### config.mk
export PLATFORM = sky130hd
export DESIGN_NAME = pep_mmacc_boram_rd_arb
export DESIGN_NICKNAME = d
export VERILOG_FILES = /design/src/rtl/pep_mmacc_boram_rd_arb.sv
export SDC_FILE = /design/constraint.sdc
export NUM_CORES = 1
export LEC_CHECK = 0
export CORE_MARGIN = 8
export CORE_UTILIZATION = 39
export DETAILED_ROUTE_END_ITERATION = 10
export PLACE_DENSITY = 0.85
export SKIP_LAST_GASP = 1
export SYNTH_ARGS = -nofsm -noshare
export SYNTH_HDL_FRONTEND = slang
export SYNTH_SLANG_ARGS = --single-unit
### constraint.sdc
create_clock -name clk -period 6.85 [get_ports clk]
set_input_delay 2.055 -clock clk [delete_from_list [all_inputs] [get_ports clk]]
set_output_delay 2.055 -clock clk [all_outputs]
set_load 0.005 [all_outputs]
### src/rtl/pep_mmacc_boram_rd_arb.sv
// pep_mmacc_boram_rd_arb: round-robin body-RAM read arbiter with in-order response routing.
// Optional stall counter under PEP_MMACC_BORAM_ARB_PERF_EN.
module pep_mmacc_boram_rd_arb #(
   parameter int REQ_NB    = 2,
   parameter int PID_W     = 5,
   parameter int DATA_W    = 11,
   parameter int TAG_DEPTH = 4
) (
   input  logic                    clk,
   input  logic                    s_rst,
   input  logic [REQ_NB*PID_W-1:0] req_pid,
   input  logic [REQ_NB-1:0]       req_parity,
   input  logic [REQ_NB-1:0]       req_vld,
   output logic [REQ_NB-1:0]       req_rdy,
   output logic [PID_W-1:0]        boram_rd_pid,
   output logic                    boram_rd_parity,
   output logic                    boram_rd_vld,
   input  logic                    boram_rd_rdy,
   input  logic [DATA_W-1:0]       boram_sxt_data,
   input  logic                    boram_sxt_data_vld,
   output logic                    boram_sxt_data_rdy,
   output logic [DATA_W-1:0]       rsp_data,
   output logic [REQ_NB-1:0]       rsp_vld,
   input  logic [REQ_NB-1:0]       rsp_rdy,
   output logic                    arb_idle,
   output logic [31:0]             perf_stall_cnt
);
   localparam int IDX_W = $clog2(REQ_NB);
   localparam int CNT_W = $clog2(TAG_DEPTH + 1);
   localparam int PTR_W = $clog2(TAG_DEPTH);

   logic [IDX_W-1:0] r_gptr, w_winner, w_head;
   logic [IDX_W-1:0] r_tag [TAG_DEPTH];
   logic [PTR_W-1:0] r_wptr, r_rptr;
   logic [CNT_W-1:0] r_cnt;
   logic [PID_W-1:0] r_rd_pid;
   logic             r_rd_vld, r_rd_parity;
   logic             w_found, w_accept, w_pop, w_has_tag;

   function automatic logic [PTR_W-1:0] f_inc(input logic [PTR_W-1:0] p);
      return (p == PTR_W'(TAG_DEPTH - 1)) ? '0 : p + 1'b1;
   endfunction

   always_comb begin
      w_found  = 1'b0;
      w_winner = '0;
      for (int k = 0; k < REQ_NB; k++) begin
         if (!w_found && req_vld[(int'(r_gptr) + k) % REQ_NB]) begin
            w_found  = 1'b1;
            w_winner = IDX_W'((int'(r_gptr) + k) % REQ_NB);
         end
      end
   end

   // cnt is compared registered: a pop in this cycle does not free a slot until next cycle
   assign w_has_tag          = r_cnt != '0;
   assign w_accept           = w_found && (r_cnt < CNT_W'(TAG_DEPTH)) && (!r_rd_vld || boram_rd_rdy);
   assign req_rdy            = w_accept ? REQ_NB'(1) << w_winner : '0;
   assign w_head             = r_tag[r_rptr];
   assign rsp_vld            = (boram_sxt_data_vld && w_has_tag) ? REQ_NB'(1) << w_head : '0;
   assign boram_sxt_data_rdy = w_has_tag && rsp_rdy[w_head];
   assign w_pop              = boram_sxt_data_vld && boram_sxt_data_rdy;
   assign rsp_data           = boram_sxt_data;
   assign arb_idle           = !w_has_tag && !r_rd_vld;
   assign boram_rd_vld       = r_rd_vld;
   assign boram_rd_pid       = r_rd_pid;
   assign boram_rd_parity    = r_rd_parity;

   always_ff @(posedge clk) begin
      if (s_rst) begin
         r_gptr   <= '0;
         r_cnt    <= '0;
         r_wptr   <= '0;
         r_rptr   <= '0;
         r_rd_vld <= 1'b0;
      end else begin
         if (w_accept) begin
            r_gptr <= (w_winner == IDX_W'(REQ_NB - 1)) ? '0 : w_winner + 1'b1;
            r_wptr <= f_inc(r_wptr);
         end
         if (w_pop) r_rptr <= f_inc(r_rptr);
         r_cnt    <= r_cnt + CNT_W'(w_accept) - CNT_W'(w_pop);
         r_rd_vld <= w_accept || (r_rd_vld && !boram_rd_rdy);
      end
   end

   always_ff @(posedge clk) begin
      if (w_accept) begin
         r_tag[r_wptr] <= w_winner;
         r_rd_pid      <= req_pid[w_winner*PID_W +: PID_W];
         r_rd_parity   <= req_parity[w_winner];
      end
   end

`ifdef PEP_MMACC_BORAM_ARB_PERF_EN
   logic [31:0] r_stall;
   always_ff @(posedge clk) begin
      if (s_rst) r_stall <= '0;
      else if (|req_vld && !w_accept && r_stall != '1) r_stall <= r_stall + 1'b1;
   end
   assign perf_stall_cnt = r_stall;
`else
   assign perf_stall_cnt = '0;
`endif

   a_rsp_tag : assert property (@(posedge clk) disable iff (s_rst) !(boram_sxt_data_vld && !w_has_tag))
      else $fatal(1, "response without tag");
endmodule
# Word-level counts from Yosys, hierarchy flattened
# Memories as Yosys holds them, arrays and structs flattened. A register that Yosys moved wholly into a read port is not among the register bits.
# Cells that the tools add are included.
[op_classes]
addsub = 6
mul = 1
div_mod_pow = 0
n_lt_le_gt_ge = 5
n_eq_ne = 2
shifts = 3
n_mux = 22
n_bitwise = 1
n_reduce_logical = 15
[ops]
columns = ["operator", "n"]
rows = [
  ["2-to-1 mux 1 bit", 16],
  ["2-to-1 mux 2 bit", 6],
  ["variable part select 10 x 5 -> 5 bit", 1],
  ["logical AND 1 bit", 8],
  ["less-than comparator 1 x 2 -> 1 bit (second input constant)", 3],
  ["adder 2 x 1 -> 2 bit (second input constant)", 2],
  ["equality test 2 bit (second input constant)", 2],
  ["logical NOT 1 bit", 4],
  ["multiplier 1 x 3 -> 4 bit (second input constant)", 1],
  ["left shift 1 x 1 -> 2 bit (first input constant)", 2],
  ["adder 3 x 1 -> 3 bit", 1],
  ["less-than comparator 2 x 3 -> 1 bit (second input constant)", 1],
  ["less-than comparator 3 bit (second input constant)", 1],
  ["nonzero test 3 bit", 1],
  ["subtractor 3 x 1 -> 3 bit", 1],
  ["adder 1 bit (second input constant)", 2],
  ["logical OR 1 bit", 2],
  ["AND 1 bit (first input constant)", 1],
]
[totals]
reg_bits = 15
latchBits = 0
mem_bits_rw = 4
rom_bits = 0
inputBits = 31
output_inout_bits = 56
word_cells = 63
memories = 1
[mem_list]
columns = ["name", "depth", "width", "rd", "rd_ports_with_merged_regs", "wr", "line_no", "source"]
rows = [
  ["r_tag", 4, 1, 1, 1, 1, "33", "logic [IDX_W-1:0] r_tag [TAG_DEPTH];"],
]

# Logic depth before layout (Yosys ltp)
# Gate-level depths: netlist of the first run.
[logic_depth]
depth_word = 11
ltp_mapped = 9
mapped_depth_nobuf = 9

# Least setup slack after synthesis of the first run
# No wires, ideal clock.
[synth_timing]
path_type = "in2out"
startpoint = "input port req_vld[1]"
endpoint = "output port req_rdy[1]"
t_arrival_ps = 2657
required_ps = 4795
slack_ps = 2138
stages = 2
cell_sequence = "inv_1 -> a2111oi_0"
[synth_between]
elab_chain_cells = 9
word_cells_on_any_way = 15
classes_between = "shift (1); mux (10); reduce/logical (4)"
[synth_lines]
columns = ["element", "line_no", "source"]
rows = [
  ["from (decl)", "13", "input logic [REQ_NB-1:0] req_vld,"],
  ["2-to-1 mux 1 bit (not written as such) (2 in series)", "48", "if (!w_found && req_vld[(int'(r_gptr) + k) % REQ_NB]) begin"],
  ["2-to-1 mux 1 bit", "48", ""],
  ["logical NOT 1 bit", "48", ""],
  ["logical AND 1 bit", "48", ""],
  ["2-to-1 mux 1 bit", "48", ""],
  ["logical AND 1 bit (2 in series)", "57", "assign w_accept = w_found && (r_cnt < CNT_W'(TAG_DEPTH)) && (!r_rd_vld || boram_rd_rdy);"],
  ["2-to-1 mux 2 bit *", "58", "assign req_rdy = w_accept ? REQ_NB'(1) << w_winner : '0;"],
  ["to (decl)", "14", "output logic [REQ_NB-1:0] req_rdy,"],
]
# Mark *: on every way between the ends. The rest lies on a longest branch, timed or not. The select of a mux whose other input is x is not followed.

# Final worst setup path of the first run
# Ends and elaborated chain as after synthesis.

==> metrics.yaml, run 1 <==
run_status:
  status: "complete, no violations"
detailed_routing:
  via_count: 829
  drt-total-wl_um: 2540
  ant_nets: 0
  drt_first_iter_violations: 16
  firstDrtPassIters: 4
  routedWlPerCell_um: 12.8
  drc_errors: 0
  vias_per_cell: 4.17
critical_path:
  r2r_start: "r_tag[2]"
  cp.arrival_ns: 3.76
  critPathKind: "primary input to output pin"
  regToRegSetupSlack_ns: 4.29
  r2r_end: "r_cnt[2]"
  reg2regPathDepth: 9
  cp.required_ns: 4.80
  crit_path_end_kind: "output pin"
  critical_path_peak_fanout: 3
  crit_path_start_kind: "primary input"
sta:
  setup_viol: 0
  period_needed_ns: 5.82
  relSlewSlack_pct: 62.7
  hold_violations: 0
  fmax_ghz: 0.172
  final_max_slew_viol_count: 0
  worst_pin_slew_ns: 0.545
  tns_ns: 0
  rsz0062_at_grt: "false"
  timing.final.ws_setup_ns: 1.03
  skew_ns: 0.00128
  finalCritPeriodShare_pct: 84.9
  hold_ws_ns: 0.524
clock_tree:
  cts_buffers: 3
  cts-htree-levels: 1
  path_clk_slew_ns: 0.11
  clockBufferDepth: 2
  cts_tree: "yes"
  cts_hold_buffers: 0
  cts_setup_buffers: 0
  post_cts_resize_count: 0
  cts_root_buf: "clkbuf_4"
  worstSkewPairLatency_ns: 0.29
  cts.sinks: 21
global_route:
  gr-max-usage-layer: "met2"
  grt_pass1_wl_um: 3740
  grt_max_degree: 12
  track_usage_pct: 8.71
  grt_overflow: 0
  met2_usage_pct: 15.3
  grtUsageMet3_pct: 1.07
  antenna_found_initial: 0
  met1_usage_pct: 9.79
  grt_pass1_vias: 804
pwr:
  ir_drop_mv: 0.142
  p_int_w: 0.000301
  leakage_nw: 0.657
  seqPwrFrac_pct: 42.4
  combPwrFrac_pct: 44.6
  power_switching_w: 0.000142
  pwr_density_cell_nw_per_um2: 284
  power.share.switching_pct: 32.1
  power.share.clock_pct: 13.0
synth:
  ys_seq_elements: 21
  netlist_instances: 130
  mappedNetlistArea_sq_um: 1370
  yosys_warnings: 0
  synthTopCellsByArea: "buf_4, edfxtp_1, dfxtp_1"
  synth.distinct_cells: 33
  synth_top_area_cell: "buf_4"
  yosysSeqAreaShare_pct: 38.1
  synth_top_area_share_pct: 23.6
  synth_area_per_cell_sq_um: 10.5
floorplan:
  initial_core_util_pct: 40.7
  die_area_sq_um: 5660
  die_w_um: 75.2
  die_y_um: 75.2
  num_rows: 21
  io_pins: 87
  coreArea_sq_um: 3360
layout:
  utilization_pct: 46.4
  layout-drive-gt1-share_pct: 9.15
  syn_to_final_growth_pct: 14.2
  instances_no_fill: 199
  nFillCells: 330
  antenna_cells: 0
  layout.nets: 193
hold_path:
  min_from: "r_gptr"
  holdPathStages: 2
  worstHoldPathType: "flip-flop to flip-flop"
  whs_endpoint: "r_gptr"
placement:
  port_buffers: 32
  dpl.hpwl_um: 2170
  dpl_worst_slack_ns: 1.06
  gp_congestion: 0.772
  place_inst: 195
run:
  maxCapViolations: 0
==> registers in the layout, indices dropped and copies added, names as in the netlist, named ones only <==
register         count
boram_rd_pid         5
r_tag                4
boram_rd_parity      1
r_wptr               2
r_cnt                3
boram_rd_vld         1
r_gptr               1
r_rptr               2
==> power groups by stage <==
stage | combinational (W) | clock, W | sequential [W]
2_1_floorplan | 0.000138 | 0 | 0.000186
3_3_place_gp | 0.000194 | 0 | 0.000189
3_5_place_dp | 0.000200 | 0 | 0.000192
4_1_cts | 0.000202 | 0.0000596 | 0.000189
5_1_grt | 0.000221 | 0.0000638 | 0.000193
6_report | 0.000198 | 0.0000575 | 0.000188
==> logic make-up after synthesis <==
logic type	count (synthesis)	synth area share [%]
DFF	21	38.1
AOI/OAI and AO/OA	12	6.22
xor gates and xnor gates	2	1.28
other	1	0.274
buffers and inverters	52	26.1
adders and majority gates	8	7.87
and+or+nand+nor	23	9.33
muxes	11	10.9
==> layout make-up <==
type	count	area, sq um	share of cell area [%]
Clock buffer	4	26.3	1.68
Sequential cell	21	520	33.3
Timing Repair Buffer	32	320	20.5
Tap cell	46	57.6	3.69
Multi-Input combinational cell	88	607	38.9
Inverter	8	30.0	1.92
==> synthesized netlist by cell type <==
library cell	instances
a2111oi_0	1
a211oi_1	1
a21oi_1	3
a21oi_2	1
and2_1	1
and3_1	5
buf_4	43
clkbuf_1	1
conb_1	1
dfxtp_1	11
edfxtp_1	10
fa_1	1
ha_1	7
inv_1	8
mux2_1	1
mux2_2	6
mux2_4	1
mux2i_1	1
mux2i_4	1
mux4_2	1
nand2_1	2
nand2b_1	3
nand3_1	1
nor2_1	4
nor2b_1	4
nor3_1	1
o21ai_0	2
o21ba_2	1
o21bai_1	1
o311ai_1	2
or3_1	1
or4_1	1
xnor2_1	2
==> worst max-delay path, stage by stage <==
cell and delay, ns:
clkdlybuf4s50_1 0.51, inv_1 0.07, a2111oi_0 0.52, clkdlybuf4s50_1 0.61
==> through the flow <==
stage / cell area (sq um) / power [W]
after floorplan: 1480 / 0.000325
after global placement: 1540 / 0.000384
after detailed placement: 1540 / 0.000392
after CTS: 1560 / 0.000450
after global routing: 1560 / 0.000478
final: 1560 / 0.000443
==> placed cells by master (no fill, tap or decap), drive strengths merged, types with 2 or more instances in the layout <==
| cell | n |
|---|---|
| nand2 | 2 |
| conb | 32 |
| nand2b | 3 |
| edfxtp | 10 |
| nor2b | 4 |
| and3 | 5 |
| mux2 | 8 |
| clkbuf | 4 |
| o21ai | 2 |
| dfxtp | 11 |
| mux2i | 2 |
| clkdlybuf4s50 | 32 |
| o311ai | 2 |
| xnor2 | 2 |
| inv | 8 |
| a21oi | 4 |
| nor2 | 4 |
| ha | 7 |
==> how the worst max path moves through the flow <==
stage / startpoint / to / slack [ns] / cells past startpoint
2_1_floorplan: req_vld[1] / req_rdy[1] / 2.14 / 2
3_3_place_gp: req_vld[1] / req_rdy[1] / 1.09 / 4
3_5_place_dp: req_vld[1] / req_rdy[1] / 1.06 / 4
4_1_cts: req_vld[1] / req_rdy[1] / 1.02 / 4
5_1_grt: req_vld[1] / req_rdy[1] / 0.90 / 4
6_report: req_vld[1] / req_rdy[1] / 1.03 / 4
==> layer usage <==
layer	routed length, um	share of wire (%)	up-vias
met5	0	0	-
met1	957	38	389
met4	57	2.2	0
met3	137	5.4	4
met2	1390	55	26
li1	-	-	410
Note: power is estimated with default switching activity, not from simulation.
==> run 2, diff against run 1 <==
--- a/config.mk
+++ b/config.mk
@@ -6,9 +6,9 @@
 export NUM_CORES = 1
 export LEC_CHECK = 0
 export CORE_MARGIN = 8
-export CORE_UTILIZATION = 39
+export CORE_UTILIZATION = 33
 export DETAILED_ROUTE_END_ITERATION = 10
-export PLACE_DENSITY = 0.85
+export PLACE_DENSITY = 0.77
 export SKIP_LAST_GASP = 1
 export SYNTH_ARGS = -nofsm -noshare
 export SYNTH_HDL_FRONTEND = slang
==> constraint.sdc (replaced) <==
create_clock -name clk -period 5.24 [get_ports clk]
set_input_delay 1.572 -clock clk [delete_from_list [all_inputs] [get_ports clk]]
set_output_delay 1.572 -clock clk [all_outputs]
set_load 0.005 [all_outputs]
==> run 2 against run 1 <==
Compared with the run above: non-clock buffer count up 1; largest power group unchanged; sequential share of layout area shrank 0.65 points; highest routed layer unchanged; critical path depth unchanged; first-iteration DRC count rose to 2.7 times the previous value.
==> metrics.yaml, run 2 (same netlist as run 1, synthesis figures left out) <==
sta:
  hold_ws_ns: 0.509  # -0.0144 ns
  tns_ns: 0  # unchanged
  fmax_ghz: 0.201
  setup_viol: 0  # unchanged
  worst_pin_slew_ns: 0.668  # +0.123 ns
  rsz0062_at_grt: "false"
  final_max_slew_viol_count: 0  # unchanged
  hold_violations: 0  # unchanged
  skew_ns: 0.000842  # -0.000440 ns
  relSlewSlack_pct: 54.3  # -8.4 points
  finalCritPeriodShare_pct: 95.1
  period_needed_ns: 4.98
clock_tree:
  cts_tree: "yes"
  path_clk_slew_ns: 0.07  # -0.04 ns
  post_cts_resize_count: 0  # unchanged
  worstSkewPairLatency_ns: 0.26  # -0.03 ns
  clockBufferDepth: 2  # unchanged
  cts_setup_buffers: 0  # unchanged
  cts-htree-levels: 1  # unchanged
  cts_hold_buffers: 0  # unchanged
  cts.sinks: 21  # unchanged
  cts_buffers: 3  # unchanged
  cts_root_buf: "clkbuf_8"
detailed_routing:
  drt_first_iter_violations: 43  # +27
  drt-total-wl_um: 2550  # +0.12%
  routedWlPerCell_um: 12.5  # -2.3%
  firstDrtPassIters: 4  # unchanged
  vias_per_cell: 4.03  # -3.3%
  dr_wl_met3_um: 189  # +38%
  wl_met2_um: 1350  # -2.9%
  drc_errors: 0  # unchanged
  via_count: 822  # -0.84%
  top_layer: "met4"
  wl_met1_um: 954  # -0.31%
  ant_nets: 0  # unchanged
floorplan:
  die_y_um: 80.4  # +6.9%
  io_pins: 87  # unchanged
  die_area_sq_um: 6460  # +14%
  initial_core_util_pct: 34.2  # -6.5 points
  die_w_um: 80.4  # +6.9%
  coreArea_sq_um: 4000  # +19%
  num_rows: 23  # +9.5%
pwr:
  ir_drop_mv: 0.120  # -15%
  leakage_nw: 0.669  # +2.0%
  combPwrFrac_pct: 42.2  # -2.4 points
  power_switching_w: 0.000191  # +34%
  seqPwrFrac_pct: 40.3  # -2.1 points
  p_int_w: 0.000418  # +39%
  power.share.clock_pct: 17.5  # +4.5 points
  pwr_density_cell_nw_per_um2: 383  # +35%
  power.share.switching_pct: 31.3  # -0.71 points
layout:
  syn_to_final_growth_pct: 16.5
  layout.nets: 194  # +0.52%
  final_cell_mix: "conb_1, clkdlybuf4s50_1, dfxtp_1"
  nFillCells: 393  # +19%
  layout-drive-gt1-share_pct: 9.74  # +0.59 points
  largest_register_ff_count: 5  # unchanged
  antenna_cells: 0  # unchanged
critical_path:
  crit_path_end_kind: "output pin"
  reg2regPathDepth: 9  # unchanged
  crit_path_start_kind: "primary input"
  cp.arrival_ns: 3.41  # -0.35 ns
  critical_path_peak_fanout: 3  # unchanged
  cp.required_ns: 3.67  # -1.13 ns
  critPathKind: "primary input to output pin"
global_route:
  antenna_found_initial: 0  # unchanged
  grt_pass1_wl_um: 3740  # unchanged
  grt_pass1_vias: 798  # -0.75%
  grt_overflow: 0  # unchanged
  track_usage_pct: 7.31  # -1.4 points
  grt_max_degree: 12  # unchanged
hold_path:
  worstHoldPathType: "flip-flop to flip-flop"
  holdPathStages: 2  # unchanged
placement:
  dpl.hpwl_um: 2100  # -3.5%
  gp_congestion: 0.717  # -7.1%
  port_buffers: 32  # unchanged
run_status:
  status: "complete, no violations"
run:
  maxCapViolations: 0  # unchanged
-- run 2: final cells by class --
type	instances	area (sq um)	area share, %
Clock buffer	4	45.0	2.83
Inverter	8	30.0	1.89
Multi-Input combinational cell	88	607	38.1
Sequential cell	21	520	32.7
Tap cell	50	62.6	3.93
Timing Repair Buffer	33	328	20.6
-- run 2: path summary, 6_finish.rpt --
check | start | endpoint | slack, ns
hold reg to reg | r_rptr[1] | r_rptr[1] | 0.51
hold / removal | r_rptr[1] | r_rptr[1] | 0.51
setup / recovery | req_vld[1] | req_rdy[1] | 0.26
setup reg to reg | flip-flop | r_cnt[2] | 2.69
-- run 2: power groups by stage --
stage	registers [W]	logic [W]	clock network (W)
after floorplan	0.000243	0.000181	0
after global routing	0.000251	0.000288	0.000117
after CTS	0.000245	0.000263	0.000110
final	0.000245	0.000257	0.000107
after global placement	0.000247	0.000258	0
after detailed placement	0.000249	0.000261	0
-- run 2: per-stage QoR --
step                      cell area [sq um]  util (%)  total power [W]  std cells  setup WS (ns)
after floorplan                        1480         -         0.000424        161           1.49
after global placement                 1550      38.7         0.000505        200          0.357
after detailed placement               1550      38.7         0.000510        200          0.328
after CTS                              1590      39.8         0.000618        204          0.321
after global routing                   1590      39.8         0.000656        204          0.178
final                                  1590      39.8         0.000609        204          0.258
-- run 2: worst max-delay path, cell delays in order --
cell and delay, ns:
clkdlybuf4s50_1 0.51, inv_1 0.08, a2111oi_0 0.61, clkdlybuf4s50_1 0.63
-- run 2: routing by layer --
| metal | vias to the layer above | global-route usage, % |
|---|---|---|
| li1 | 410 | - |
| met1 | 376 | 7.35 |
| met2 | 31 | 13.1 |
| met3 | 5 | 1.90 |
| met4 | 0 | 4.55 |
| met5 | - | 0 |
==> patch (config.mk and constraints of run 1) <==
Add a define of `PEP_MMACC_BORAM_ARB_PERF_EN`.
--- a/src/rtl/pep_mmacc_boram_rd_arb.sv
+++ b/src/rtl/pep_mmacc_boram_rd_arb.sv
@@ -2,2 +2,4 @@
 // Optional stall counter under PEP_MMACC_BORAM_ARB_PERF_EN.
+`define PEP_MMACC_BORAM_ARB_PERF_EN
+
 module pep_mmacc_boram_rd_arb #(
Behaviour: not the same (Yosys sat finds a counterexample within 4 cycles, from zero or initial values and one cycle with s_rst high).
==> patch against run 1 <==
Sequential cell count grew 32; core utilization increased by 4.1 points; cell area up 120%; maximum frequency is 5.6% lower; total power is 71% higher; worst setup slack worse by 0.35 ns; via count rose to 3.0 times the old value; synthesized cell count increased by 140%; synthesized area rose by 100%; routed wire length grew to 2.7 times the old value; largest cell class unchanged; largest power group is now registers; highest routed layer unchanged.
==> patch: results (changes against run 1) <==
GRT:
- The largest net degree at the start of global routing is 46 (was 12).
- The first-pass GRT wire length is 11,350 um (was 3739 um).
- The global router's overall resource usage is 13.78% (was 8.715%).
- The number of global-route vias before repair is 2,361 (was 804).

Detailed routing:
- The total number of vias is 2,470 (was 829).
- The DRC marker count from the first detailed-route iteration is 201 (was 16).
- The total detailed-routing wirelength is 6892 um (was 2543 um).

Synthesis:
- Synth cell count leaders: 43 x sky130_fd_sc_hd__dfxtp_1, 38 x sky130_fd_sc_hd__nand2_1, 30 x sky130_fd_sc_hd__a21oi_1 (was 43 x sky130_fd_sc_hd__buf_4, 11 x sky130_fd_sc_hd__dfxtp_1, 10 x sky130_fd_sc_hd__edfxtp_1).
- Top cells by area in the synthesized netlist: sky130_fd_sc_hd__dfxtp_1 31%, sky130_fd_sc_hd__edfxtp_1 11%, sky130_fd_sc_hd__a21oi_1 5.4% (was sky130_fd_sc_hd__buf_4 24%, sky130_fd_sc_hd__edfxtp_1 22%, sky130_fd_sc_hd__dfxtp_1 16%).
- The count of unique library cells instantiated by Yosys was 46 (was 33).

Worst setup path:
- The launch instance of the worst register-to-register path was perf_stall_cnt[0]$_SDFFE_PP0P_ (was r_tag[2]$_DFFE_PP_).
- The destination of the critical timing path is req_rdy[0] (was req_rdy[1]).
- The startpoint of the most critical setup path is req_vld[0] (was req_vld[1]).
- The endpoint of the most critical register-to-register path is perf_stall_cnt[13]$_SDFFE_PP0P_ (was r_cnt[2]$_SDFF_PP0_).
- The setup slack of the worst register-to-register path was 3.76 ns (was 4.29 ns).
- The delay of the slowest cell on the worst path came to 0.52 ns (was 0.61 ns).
- The biggest fanout along the worst timing path is 11 (was 3).
- The arrival time of the worst setup path was 4.11 ns (was 3.76 ns).
- The number of cells on the worst reg-to-reg path is 6 (was 9).

Placement:
- The number of port buffers is 64 (was 32).
- The routability-driven placement congestion ratio was 0.7986 (was 0.7720).
- The post-detailed-placement half-perimeter wirelength is 5112 um (was 2171 um).
- The post-place instance area came to 3369 um2 (was 1535 um2).

CTS:
- The number of buffers created by CTS is 5 (was 3).
- The cell at the root of the clock tree is sky130_fd_sc_hd__clkbuf_8 (was sky130_fd_sc_hd__clkbuf_4).
- The clock-pin slew on the worst setup and hold paths is 0.09 ns (was 0.11 ns).
- The number of levels in the clock H-tree is 2 (was 1).
- The worst-case clock buffer depth is 2 (unchanged).

Layout:
- The fraction of final layout cells sized beyond drive strength 1 is 4.683% (was 9.150%).
- The layout net count is 402 (was 193).
- The number of flip-flops under the largest register name came to 32 (was 5).
- The filler cell count is 658 (was 330).

Status:
- Outcome: complete, no violations (unchanged).

Power and ir drop:
- The leakage power of the design is 1.120 nW (was 0.6566 nW).
- The worst ir drop on vdd is 0.07450 mV (was 0.1417 mV).

STA:
- The tightest slew margin relative to the limit came to 21.63% (was 62.71%).
- The final worst clock skew is 0.006087 ns (was 0.001282 ns).

Worst hold path:
- The hold path startpoint is perf_stall_cnt[22]$_SDFFE_PP0P_ (was r_gptr$_SDFFE_PP0P_).
[patch: layout make-up]
type | instances | area, um2 | area share, %
Timing Repair Buffer | 65 | 648.1 | 18.77
Clock buffer | 6 | 72.57 | 2.102
Sequential cell | 53 | 1161 | 33.64
Tap cell | 96 | 120.1 | 3.480
Multi-Input combinational cell | 224 | 1391 | 40.30
Inverter | 13 | 48.80 | 1.414
Clock inverter | 2 | 10.01 | 0.2900
[patch: logic make-up after synthesis]
group / synth area share, %
adders and majority gates: 4.358
muxes: 3.041
DFF: 42.12
xor gates and xnor gates: 1.271
buffers and inverters: 7.399
AOI/OAI and AO/OA: 14.07
and+or+nand+nor: 27.74
[patch: stage by stage]
stage | total power [mW] | util (%) | cells | setup slack (ns)
2_1_floorplan | 0.5184 | - | 315 | 1.924
3_3_place_gp | 0.5895 | 49.32 | 451 | 0.7305
3_5_place_dp | 0.6019 | 49.32 | 451 | 0.6568
4_1_cts | 0.7700 | 50.53 | 459 | 0.6465
5_1_grt | 0.8140 | 50.53 | 459 | 0.4466
6_report | 0.7594 | 50.53 | 459 | 0.6866
[patch: report_power, final]
| group | leakage, nW | switching (mW) | total (mW) | internal [mW] |
|---|---|---|---|---|
| clock | 0.0450 | 0.0961 | 0.167 | 0.0710 |
| sequential | 0.445 | 0.0225 | 0.377 | 0.355 |
| combinational | 0.630 | 0.106 | 0.215 | 0.110 |
[patch: how the worst min path moves through the flow]
stage / depth (start not counted) / endpoint / slack, ns
2_1_floorplan: 2 / r_gptr$_SDFFE_PP0P_ / 0.47
3_3_place_gp: 2 / perf_stall_cnt[8]$_SDFFE_PP0P_ / 0.47
3_5_place_dp: 2 / perf_stall_cnt[8]$_SDFFE_PP0P_ / 0.49
4_1_cts: 2 / perf_stall_cnt[8]$_SDFFE_PP0P_ / 0.50
5_1_grt: 2 / perf_stall_cnt[22]$_SDFFE_PP0P_ / 0.54
6_report: 2 / perf_stall_cnt[22]$_SDFFE_PP0P_ / 0.51
[patch: tightest hold or removal path, stage by stage, from the launching register on]
cell and delay (ns):
sky130_fd_sc_hd__dfxtp_1 0.34, sky130_fd_sc_hd__o31ai_1 0.07, sky130_fd_sc_hd__a21oi_1 0.06
[patch: layer usage]
layer | vias to the layer above | GRT usage, % | part of all wire (%)
li1 | 1230 | - | -
met1 | 1156 | 16.23 | 44
met2 | 77 | 23.14 | 47
met3 | 7 | 4.983 | 8.0
met4 | 0 | 3.372 | 0.87
met5 | - | 0 | 0
